<file path="src/rtl/mxv_result_serializer_if.sv">
// Stream interface for mxv_result_serializer: wide result capture in,
// one element per cycle out over valid/ready.
interface mxv_result_serializer_if #(
    parameter int element_width = 32,
    parameter int NI            = 8
);
    logic [NI*element_width-1:0] result_in;
    logic                        result_valid;
    logic [element_width-1:0]    elem_out;
    logic                        elem_valid;
    logic                        elem_ready;
    logic                        elem_last;

    // Serializer side: consumes results, produces the element stream.
    modport master (
        input  result_in,
        input  result_valid,
        input  elem_ready,
        output elem_out,
        output elem_valid,
        output elem_last
    );

    // Environment side: producer of results and consumer of elements.
    modport slave (
        output result_in,
        output result_valid,
        output elem_ready,
        input  elem_out,
        input  elem_valid,
        input  elem_last
    );
endinterface

</file>
<file path="src/rtl/mxv_result_serializer.sv">
// Buffers wide matrix-by-vector results and streams them element by element.
// Optional running checksum output: define MXV_RESULT_CHECKSUM_EN.
module mxv_result_serializer #(
    parameter int element_width = 32,
    parameter int NI            = 8,
    parameter int FIFO_DEPTH    = 4,
    parameter int FIFO_AW       = 2
) (
    input  logic                 clk,
    input  logic                 reset,
    mxv_result_serializer_if.master bus,
    input  logic [31:0]          total_elements,
    output logic                 done,
    output logic                 overflow,
    output logic [FIFO_AW:0]     fifo_level
`ifdef MXV_RESULT_CHECKSUM_EN
    ,
    output logic [element_width-1:0] checksum
`endif
);

    localparam int WW = NI * element_width;
    localparam int IW = (NI > 1) ? $clog2(NI) : 1;
    localparam logic [FIFO_AW:0] DEPTH_L = (FIFO_AW+1)'(FIFO_DEPTH);

    typedef enum logic [1:0] {
        IDLE,
        RUN,
        DONE
    } state_t;

    state_t state, state_n;

    logic [31:0]          tot_r;
    logic [31:0]          count;
    logic [IW-1:0]        idx;
    logic [WW-1:0]        mem [FIFO_DEPTH];
    logic [FIFO_AW-1:0]   wr_ptr;
    logic [FIFO_AW-1:0]   rd_ptr;
    logic [WW-1:0]        head;
    logic [element_width-1:0] elem_sel;

    logic full;
    logic empty;
    logic valid;
    logic last;
    logic xfer;
    logic idx_end;
    logic pop;
    logic push;
    logic drop;
    logic flush;

    assign full    = (fifo_level == DEPTH_L);
    assign empty   = (fifo_level == '0);
    assign head    = mem[rd_ptr];
    assign valid   = (state == RUN) && !empty;
    assign last    = valid && (count == tot_r - 32'd1);
    assign xfer    = valid && bus.elem_ready;
    assign idx_end = (int'(idx) == NI - 1);
    assign pop     = xfer && idx_end;
    assign flush   = (state_n == DONE);
    assign push    = (state != DONE) && bus.result_valid && (!full || pop);
    assign drop    = (state != DONE) && bus.result_valid && full && !pop;

    assign bus.elem_valid = valid;
    assign bus.elem_last  = last;
    assign bus.elem_out   = elem_sel;

    // Pick element[idx] of the head word; element 0 sits in the MSBs.
    always_comb begin
        elem_sel = '0;
        for (int i = 0; i < NI; i++) begin
            if (int'(idx) == i) begin
                elem_sel = head[WW-1-i*element_width -: element_width];
            end
        end
    end

    // Next-state logic: one latch cycle, stream, then park until reset.
    always_comb begin
        state_n = state;
        unique case (state)
            IDLE:    state_n = (total_elements == 32'd0) ? DONE : RUN;
            RUN:     if (xfer && last) state_n = DONE;
            DONE:    state_n = DONE;
            default: state_n = IDLE;
        endcase
    end

    // State register.
    always_ff @(posedge clk) begin
        if (reset) begin
            state <= IDLE;
        end else begin
            state <= state_n;
        end
    end

    // Latch the vector length during the single IDLE cycle.
    always_ff @(posedge clk) begin
        if (reset) begin
            tot_r <= '0;
        end else if (state == IDLE) begin
            tot_r <= total_elements;
        end
    end

    // Word storage; contents need no reset since pointers gate visibility.
    always_ff @(posedge clk) begin
        if (push) begin
            mem[wr_ptr] <= bus.result_in;
        end
    end

    // FIFO pointers and occupancy; cleared when the vector completes.
    always_ff @(posedge clk) begin
        if (reset || flush) begin
            wr_ptr     <= '0;
            rd_ptr     <= '0;
            fifo_level <= '0;
        end else begin
            if (push) begin
                wr_ptr <= wr_ptr + 1'b1;
            end
            if (pop) begin
                rd_ptr <= rd_ptr + 1'b1;
            end
            if (push && !pop) begin
                fifo_level <= fifo_level + 1'b1;
            end else if (pop && !push) begin
                fifo_level <= fifo_level - 1'b1;
            end
        end
    end

    // Element index within the head word and delivered-element count.
    always_ff @(posedge clk) begin
        if (reset) begin
            idx   <= '0;
            count <= '0;
        end else if (xfer) begin
            count <= count + 32'd1;
            if (last || idx_end) begin
                idx <= '0;
            end else begin
                idx <= idx + 1'b1;
            end
        end
    end

    // Sticky completion and dropped-capture flags.
    always_ff @(posedge clk) begin
        if (reset) begin
            done     <= 1'b0;
            overflow <= 1'b0;
        end else begin
            if (flush) begin
                done <= 1'b1;
            end
            if (drop) begin
                overflow <= 1'b1;
            end
        end
    end

`ifdef MXV_RESULT_CHECKSUM_EN
    // Wrapping sum of every delivered element; frozen after completion.
    always_ff @(posedge clk) begin
        if (reset) begin
            checksum <= '0;
        end else if (xfer && !done) begin
            checksum <= checksum + elem_sel;
        end
    end
`endif

endmodule

</file>
<file path="src/flat_wrapper.sv">
// flat-port wrapper written by rule: the top's interface ports become plain ports
module mxv_result_serializer_flat 
#(
    parameter int element_width = 32,
    parameter int NI            = 8,
    parameter int FIFO_DEPTH    = 4,
    parameter int FIFO_AW       = 2
)
  (clk, reset, total_elements, done, overflow, fifo_level, bus_result_in, bus_result_valid, bus_elem_ready, bus_elem_out, bus_elem_valid, bus_elem_last);
  mxv_result_serializer_if #(.element_width(element_width), .NI(NI)) bus_i ();
  input  logic clk;
  input  logic reset;
  input  logic [31:0] total_elements;
  output logic done;
  output logic overflow;
  output logic [FIFO_AW:0] fifo_level;
  input wire logic [$bits(bus_i.result_in)-1:0] bus_result_in;
  input wire logic [$bits(bus_i.result_valid)-1:0] bus_result_valid;
  input wire logic [$bits(bus_i.elem_ready)-1:0] bus_elem_ready;
  output wire logic [$bits(bus_i.elem_out)-1:0] bus_elem_out;
  output wire logic [$bits(bus_i.elem_valid)-1:0] bus_elem_valid;
  output wire logic [$bits(bus_i.elem_last)-1:0] bus_elem_last;
  assign bus_i.result_in = bus_result_in;
  assign bus_i.result_valid = bus_result_valid;
  assign bus_i.elem_ready = bus_elem_ready;
  assign bus_elem_out = bus_i.elem_out;
  assign bus_elem_valid = bus_i.elem_valid;
  assign bus_elem_last = bus_i.elem_last;
  mxv_result_serializer #(.element_width(element_width), .NI(NI), .FIFO_DEPTH(FIFO_DEPTH), .FIFO_AW(FIFO_AW)) u_core (.clk(clk), .reset(reset), .bus(bus_i), .total_elements(total_elements), .done(done), .overflow(overflow), .fifo_level(fifo_level));
endmodule
</file>
<file path="config.mk">
export PLATFORM = sky130hd
export DESIGN_NAME = mxv_result_serializer_flat
export DESIGN_NICKNAME = d
export VERILOG_FILES = /design/src/rtl/mxv_result_serializer_if.sv /design/src/rtl/mxv_result_serializer.sv /design/src/flat_wrapper.sv
export SDC_FILE = /design/constraint.sdc
export NUM_CORES = 1
export LEC_CHECK = 0
export BUFFER_PORTS_ARGS = -buffer_cell sky130_fd_sc_hd__buf_2
export CAP_MARGIN = 40
export CORE_ASPECT_RATIO = 0.9
export CORE_MARGIN = 8
export CORE_UTILIZATION = 45
export CTS_CLUSTER_SIZE = 25
export DETAILED_ROUTE_END_ITERATION = 8
export PLACE_DENSITY_LB_ADDON = 0.25
export SYNTH_ARGS = -nofsm -noshare
export SYNTH_HDL_FRONTEND = slang
export SYNTH_SLANG_ARGS = --single-unit
</file>
<file path="constraint.sdc">
create_clock -name clk -period 15.7 [get_ports clk]
set_input_delay 1.57 -clock clk [delete_from_list [all_inputs] [get_ports clk]]
set_output_delay 1.57 -clock clk [all_outputs]
set_load 0.01 [all_outputs]
</file>
==> flow_summary.json, run 1 <==
{
  "drive_above_1_share_pct": 30.1,
  "die_w_um": 344,
  "clkLatencyLatePin_ns": 0.68,
  "critPathMaxFanout": 146,
  "cts_buffer_depth": 3,
  "final_cell_mix": "edfxtp_1, buf_2, mux4_2",
  "synthDistinctLibCells": 65,
  "critPathArrivalTime_ns": 4.73,
  "async_reset_ff_share_pct": 0,
  "grt_pass1_vias": 24000,
  "die_h_um": 312,
  "num_vias": 23000,
  "p_int_w": 0.00534,
  "highest_layer": "met5",
  "final_nets": 2980,
  "p_comb_share_pct": 12.2,
  "critPathTopFamily": "buffers and inverters",
  "cpMaxStageDelayCell": "dfxtp_4",
  "ff2ff_path_depth": 10,
  "status": "finished, final reports clean",
  "hold_end": "u_core.overflow",
  "cp-end-kind": "primary output",
  "fillers": 7596,
  "clock-root-buffer": "clkbuf_16",
  "track_usage_pct": 19.4,
  "fin_util_pct": 52.6,
  "hp-class": "flip-flop to flip-flop",
  "r2r-end": "u_core.mem[0][181]",
  "layout_min_cycle_time_ns": 6.30,
  "final_common_cell": "edfxtp_1",
  "fp-row-count": 108,
  "port_buffers": 330,
  "hold_viol_final": 0,
  "ff2ff_setup_slack_ns": 10.73,
  "final_antenna_net_count": 0,
  "met2WireLength_mm": 52.3,
  "io_pins": 331,
  "hold_buffers": 0,
  "via_per_inst": 5.69,
  "finalSetupViolations": 0,
  "grt_pass1_wl_mm": 156,
  "grt_max_degree": 147,
  "multi_input_area_mm2": 0.0106,
  "crit_chain": "buf_12 > buf_4 > buf_16 > mux4_2 > a22oi_1 > a211oi_1 > a21oi_1 > a211oi_1 > nor3_1 > a21oi_1 > buf_2",
  "maxCapViolCount": 0,
  "slew_violations": 0,
  "dieArea_mm2": 0.107,
  "gp_congestion": 0.861,
  "required_ns": 14.13,
  "syn_to_final_growth_pct": 16.0,
  "cts_max_level": 3,
  "numCtsBuffers": 109,
  "clkSinkCount": 1104,
  "worst_slew_margin_rel_pct": 28.2,
  "start_util_pct": 45.3,
  "ys.flop_type": "edfxtp_1",
  "core_mm2": 0.0963,
  "peakVddDrop_v": 0.000110,
  "ys_ff_latch": 1104,
  "post-route-drc-count": 0,
  "hold_depth": 2,
  "power.leakage_nw": 16.5,
  "yosys_warnings": 0,
  "drt-wirelength-per-cell_um": 26.0,
  "wirelength_mm": 105,
  "rsz0062_at_grt": "no",
  "finalPower_w": 0.00706,
  "swShare_pct": 24.3,
  "fin_ws_ns": 9.40,
  "worstReg2RegStart": "u_core.state[0]",
  "routed-wl-met3_mm": 7.45,
  "hp-start": "u_core.overflow",
  "m1WireLength_mm": 41.9,
  "power.switching_w": 0.00172,
  "pwr_density_cell_mw_per_mm2": 139,
  "critPathMaxStageDelay_ns": 0.90,
  "avgSynthCellArea_um2": 18.8,
  "drt-pass1-iter-count": 5,
  "seqCellArea_mm2": 0.0324,
  "pre_cts_slack_ns": 9.79,
  "p_seq_share_pct": 51.4,
  "synth_cells": 2328,
  "clkPwrFrac_pct": 36.3,
  "worst_slew_pin_slew_ns": 1.08,
  "critPathBufInv": 4,
  "postCtsSetupRepairBufs": 0,
  "finalCritPeriodShare_pct": 40.1,
  "start_kind": "flip-flop",
  "fmax_mhz": 159,
  "clk_pin_slew_ns": 0.06,
  "grt_overflow": 0,
  "antenna_found_initial": 74,
  "dp_hpwl_mm": 66.7,
  "netlist_area_mm2": 0.0437,
  "cts_resized": 0,
  "worstSetupPathType": "flip-flop to primary output",
  "synth_seq_area_share_pct": 74.1,
  "synth_edf_count": 1024,
  "drt_iter0_drc": 1693,
  "tritoncts": "yes",
  "finalSetupTns_ns": 0,
  "skew_ns": 0.0263,
  "synthesis.nets": 2634
}
==> power groups by stage <==
stage | Combinational (W) | Sequential (W) | Clock (W)
after global routing | 0.000937 | 0.00365 | 0.00273
after detailed placement | 0.000890 | 0.00370 | 0
after floorplan | 0.000489 | 0.00376 | 0
after global placement | 0.000851 | 0.00368 | 0
final | 0.000863 | 0.00363 | 0.00257
after CTS | 0.000893 | 0.00363 | 0.00263
==> logic make-up after synthesis <==
kind of cell	after synthesis	share of synthesized area [%]
compound gates	276	4.36
mux	262	13.3
xor+xnor	75	1.50
buf+inv	189	1.69
simple gates	408	4.60
flops	1104	74.1
fa+ha+maj	14	0.418
==> worst reg2reg max path, cell delays in order, from the launching register on <==
cell,delay [ns]
dfxtp_1,0.42
nor2b_1,0.30
and3_1,0.41
nand2_1,0.19
a31oi_1,0.57
and2_4,0.55
buf_4,0.30
buf_16,0.31
buf_4,0.76
buf_4,0.50
buf_16,0.28
==> how the worst max path moves through the flow <==
| stage | from | slack, ns | cells past startpoint | endpoint |
|---|---|---|---|---|
| final | flip-flop | 9.40 | 11 | bus_elem_out[21] |
| after global routing | flip-flop | 9.07 | 11 | bus_elem_out[21] |
| after CTS | flip-flop | 9.15 | 11 | bus_elem_out[21] |
| after detailed placement | bus_elem_ready | 9.79 | 10 | u_core.mem[0][159] |
| after global placement | bus_elem_ready | 9.39 | 8 | u_core.mem[0][159] |
| after floorplan | bus_elem_ready | 6.67 | 5 | u_core.mem[0][0] |
==> cell usage after synthesis, drive strengths merged (2+ instances only) <==
cell / count / share of area, %
edfxtp: 1024 / 70
mux4: 256 / 13
nor2: 131 / 1.1
clkbuf: 104 / 0.89
a21oi: 103 / 1.2
nand2: 90 / 0.77
dfxtp: 80 / 3.7
a211oi: 66 / 1.1
nor3: 50 / 0.60
inv: 49 / 0.42
xor2: 42 / 0.84
buf: 36 / 0.38
a22oi: 34 / 0.58
a32o: 34 / 0.78
xnor2: 33 / 0.66
nor4: 32 / 0.51
nand3: 23 / 0.26
nand4: 18 / 0.26
ha: 13 / 0.37
and3: 9 / 0.13
o21ai: 9 / 0.11
or3: 9 / 0.13
and2: 7 / 0.10
a31oi: 6 / 0.086
nor2b: 6 / 0.086
mux2i: 5 / 0.11
nand2b: 5 / 0.072
nor3b: 5 / 0.086
or4: 5 / 0.10
nand3b: 4 / 0.069
or2: 4 / 0.063
and4: 3 / 0.060
nor4b: 3 / 0.095
o211ai: 3 / 0.052
o31ai: 3 / 0.052
a2111oi: 2 / 0.054
nand4b: 2 / 0.040
o2111ai: 2 / 0.040
o41ai: 2 / 0.040
==> per-layer routing <==
layer	track usage (%)	vias up
met4	6.21	38
li1	-	10200
met5	0	-
met2	32.2	635
met3	5.42	262
met1	24.7	11900
==> area by class of cell <==
class | count | area share, %
well taps | 1265 | 3.13
multi-input cells | 1035 | 21.0
clock inverters | 82 | 1.47
clock buffers | 119 | 5.50
diodes | 24 | 0.119
repair buffers | 375 | 4.51
inverters | 49 | 0.363
flip-flops and latches | 1104 | 63.9
==> sequential cells by signal, summed over array words and instances, names as in the netlist, named ones only <==
register           count
u_core.count          32
u_core.done            1
u_core.fifo_level      3
u_core.idx             3
u_core.mem          1024
u_core.overflow        1
u_core.rd_ptr          2
u_core.state           2
u_core.tot_r          32
u_core.wr_ptr          2
==> through the flow <==
| stage | instances | area [µm²] | hold WS [ns] |
|---|---|---|---|
| final | 4053 | 50600 | 0.482 |
| after global routing | 4036 | 50600 | 0.509 |
| after CTS | 4029 | 50600 | 0.490 |
| after detailed placement | 3828 | 47100 | 0.476 |
| after global placement | 3814 | 46700 | 0.458 |
| after floorplan | 2328 | 43700 | 0.448 |
Note: power is estimated with default switching activity, not from simulation.
==> run 2: changes to the inputs <==
==> constraint.sdc (replaced) <==
create_clock -name clk -period 5.8 [get_ports clk]
set_input_delay 0.58 -clock clk [delete_from_list [all_inputs] [get_ports clk]]
set_output_delay 0.58 -clock clk [all_outputs]
set_load 0.01 [all_outputs]
==> run 2 against run 1 <==
  * Hold slack got worse by 0.37 ns
  * First-iteration DRC count is 3.7% higher
  * Setup slack lost 8.2 ns
  * Design area increased by 0.51%
  * Sequential share of layout area fell by 0.33 points
  * Clock skew fell by 0.0038 ns
  * Utilization rose by 0.27 points
  * Combinational power grew to 2.8 times the previous value
  * Cell count increased by 0.25%
  * Non-clock buffer count increased by 10
  * Sequential power grew to 2.7 times the previous value
==> flow_summary.json, run 2 (synthesis results as in run 1) <==
{
  "die_h_um": 312,
  "start_util_pct": 45.3,
  "hp-class": "primary input to flip-flop",
  "gp_congestion": 0.837,
  "fin_ws_ns": 1.18,
  "hold_buffers": 0,
  "post-route-drc-count": 0,
  "clkLatencyLatePin_ns": 0.67,
  "wirelength_mm": 110,
  "grt_pass1_vias": 23800,
  "maxCapViolCount": 0,
  "die_w_um": 344,
  "dieArea_mm2": 0.107,
  "pwr_density_cell_mw_per_mm2": 382,
  "clk_pin_slew_ns": 0.06,
  "worstSetupPathType": "flip-flop to primary output",
  "largest_reg_flops": 1024,
  "multi_input_area_mm2": 0.0106,
  "layout_min_cycle_time_ns": 4.62,
  "grt_max_degree": 103,
  "p_int_w": 0.0148,
  "clock-root-buffer": "clkbuf_16",
  "hold_viol_final": 0,
  "cts_max_level": 3,
  "required_ns": 5.22,
  "tritoncts": "yes",
  "grt_pass1_wl_mm": 161,
  "reg_top3": "u_core.mem (1024), u_core.count (32), u_core.tot_r (32)",
  "fmax_mhz": 216,
  "via_per_inst": 5.70,
  "dp_hpwl_mm": 73.5,
  "port_buffers": 330,
  "drt-wirelength-per-cell_um": 27.1,
  "track_usage_pct": 20.3,
  "finalSetupViolations": 0,
  "p_seq_share_pct": 50.5,
  "pre_cts_slack_ns": 1.78,
  "drt-pass1-iter-count": 8,
  "top_register": "u_core.mem",
  "skew_ns": 0.0225,
  "seqCellArea_mm2": 0.0324,
  "drt_iter0_drc": 1756,
  "io_pins": 331,
  "rsz0062_at_grt": "no",
  "fp-row-count": 108,
  "drive_above_1_share_pct": 29.9,
  "core_mm2": 0.0963,
  "syn_to_final_growth_pct": 16.6,
  "postCtsSetupRepairBufs": 0,
  "final_nets": 2990,
  "finalSetupTns_ns": 0,
  "p_comb_share_pct": 12.4,
  "swShare_pct": 23.9,
  "finalCritPeriodShare_pct": 79.7,
  "status": "finished, final reports clean",
  "cts_resized": 0,
  "worst_slew_pin_slew_ns": 0.917,
  "critPathMaxFanout": 47,
  "slew_violations": 0,
  "clkSinkCount": 1104,
  "worst_slew_margin_rel_pct": 38.8,
  "final_antenna_net_count": 0,
  "final_common_cell": "edfxtp_1",
  "clkPwrFrac_pct": 37.1,
  "fillers": 7604,
  "power.switching_w": 0.00465,
  "numCtsBuffers": 109,
  "critPathArrivalTime_ns": 4.04,
  "cts_buffer_depth": 3,
  "cp-end-kind": "primary output",
  "num_vias": 23100,
  "peakVddDrop_v": 0.000312,
  "antenna_found_initial": 84,
  "start_kind": "flip-flop",
  "final_cell_mix": "edfxtp_1, buf_2, mux4_2",
  "power.leakage_nw": 16.6,
  "grt_overflow": 0
}
-- run 2: metrics by stage --
step	hold WS (ns)	cell area [µm²]	instances	utilization (%)	total power, W
floorplan	0.448	43700	2328	-	0.0114
global placement	0.452	47000	3832	48.8	0.0124
detailed placement	0.464	47200	3838	49.0	0.0125
CTS	0.0561	50800	4035	52.8	0.0197
global route	0.0658	50900	4044	52.8	0.0202
finish	0.112	50900	4063	52.8	0.0195
-- run 2: layer usage --
metal / wire [µm] / track usage (%)
met3: 8060 / 5.89
met5: 258 / 0
met1: 42300 / 25.1
met2: 56700 / 35.0
met4: 2890 / 5.24
-- run 2: path summary, 6_finish.rpt --
| kind | from | to | cells after the start | slack [ns] |
|---|---|---|---|---|
| worst max-delay path | flip-flop | bus_elem_out[10] | 9 | 1.18 |
| worst max register to register | u_core.tot_r[8] | u_core.done | 8 | 1.99 |
| worst min-delay path | bus_result_in[142] | u_core.mem[0][142] | 1 | 0.11 |
| worst min register to register | u_core.overflow | u_core.overflow | 2 | 0.47 |
-- run 2: critical path, stage by stage (launching register included) --
cell and delay, ns:
dfxtp_4 0.85, buf_4 0.41, mux4_2 0.34, a22oi_1 0.45, a211oi_1 0.15, a21oi_1 0.17
a211oi_1 0.12, nor3_1 0.54, a21oi_1 0.08, buf_2 0.19
-- run 2: power by group through the flow --
stage          registers (W)  logic [W]  clock network, W
2_1_floorplan         0.0100    0.00133                 0
3_3_place_gp         0.00994    0.00243                 0
3_5_place_dp         0.00999    0.00248                 0
4_1_cts              0.00983    0.00249           0.00738
5_1_grt              0.00988    0.00260           0.00768
6_report             0.00982    0.00242           0.00722
-- run 2: final cells by class --
| type | instances | share of cell area [%] |
|---|---|---|
| antenna | 28 | 0.138 |
| clock buffer | 140 | 5.88 |
| clock inverter | 57 | 1.33 |
| inverter | 49 | 0.361 |
| multi-input combinational | 1035 | 20.9 |
| sequential | 1104 | 63.6 |
| tap | 1265 | 3.11 |
| timing repair buffer | 385 | 4.70 |
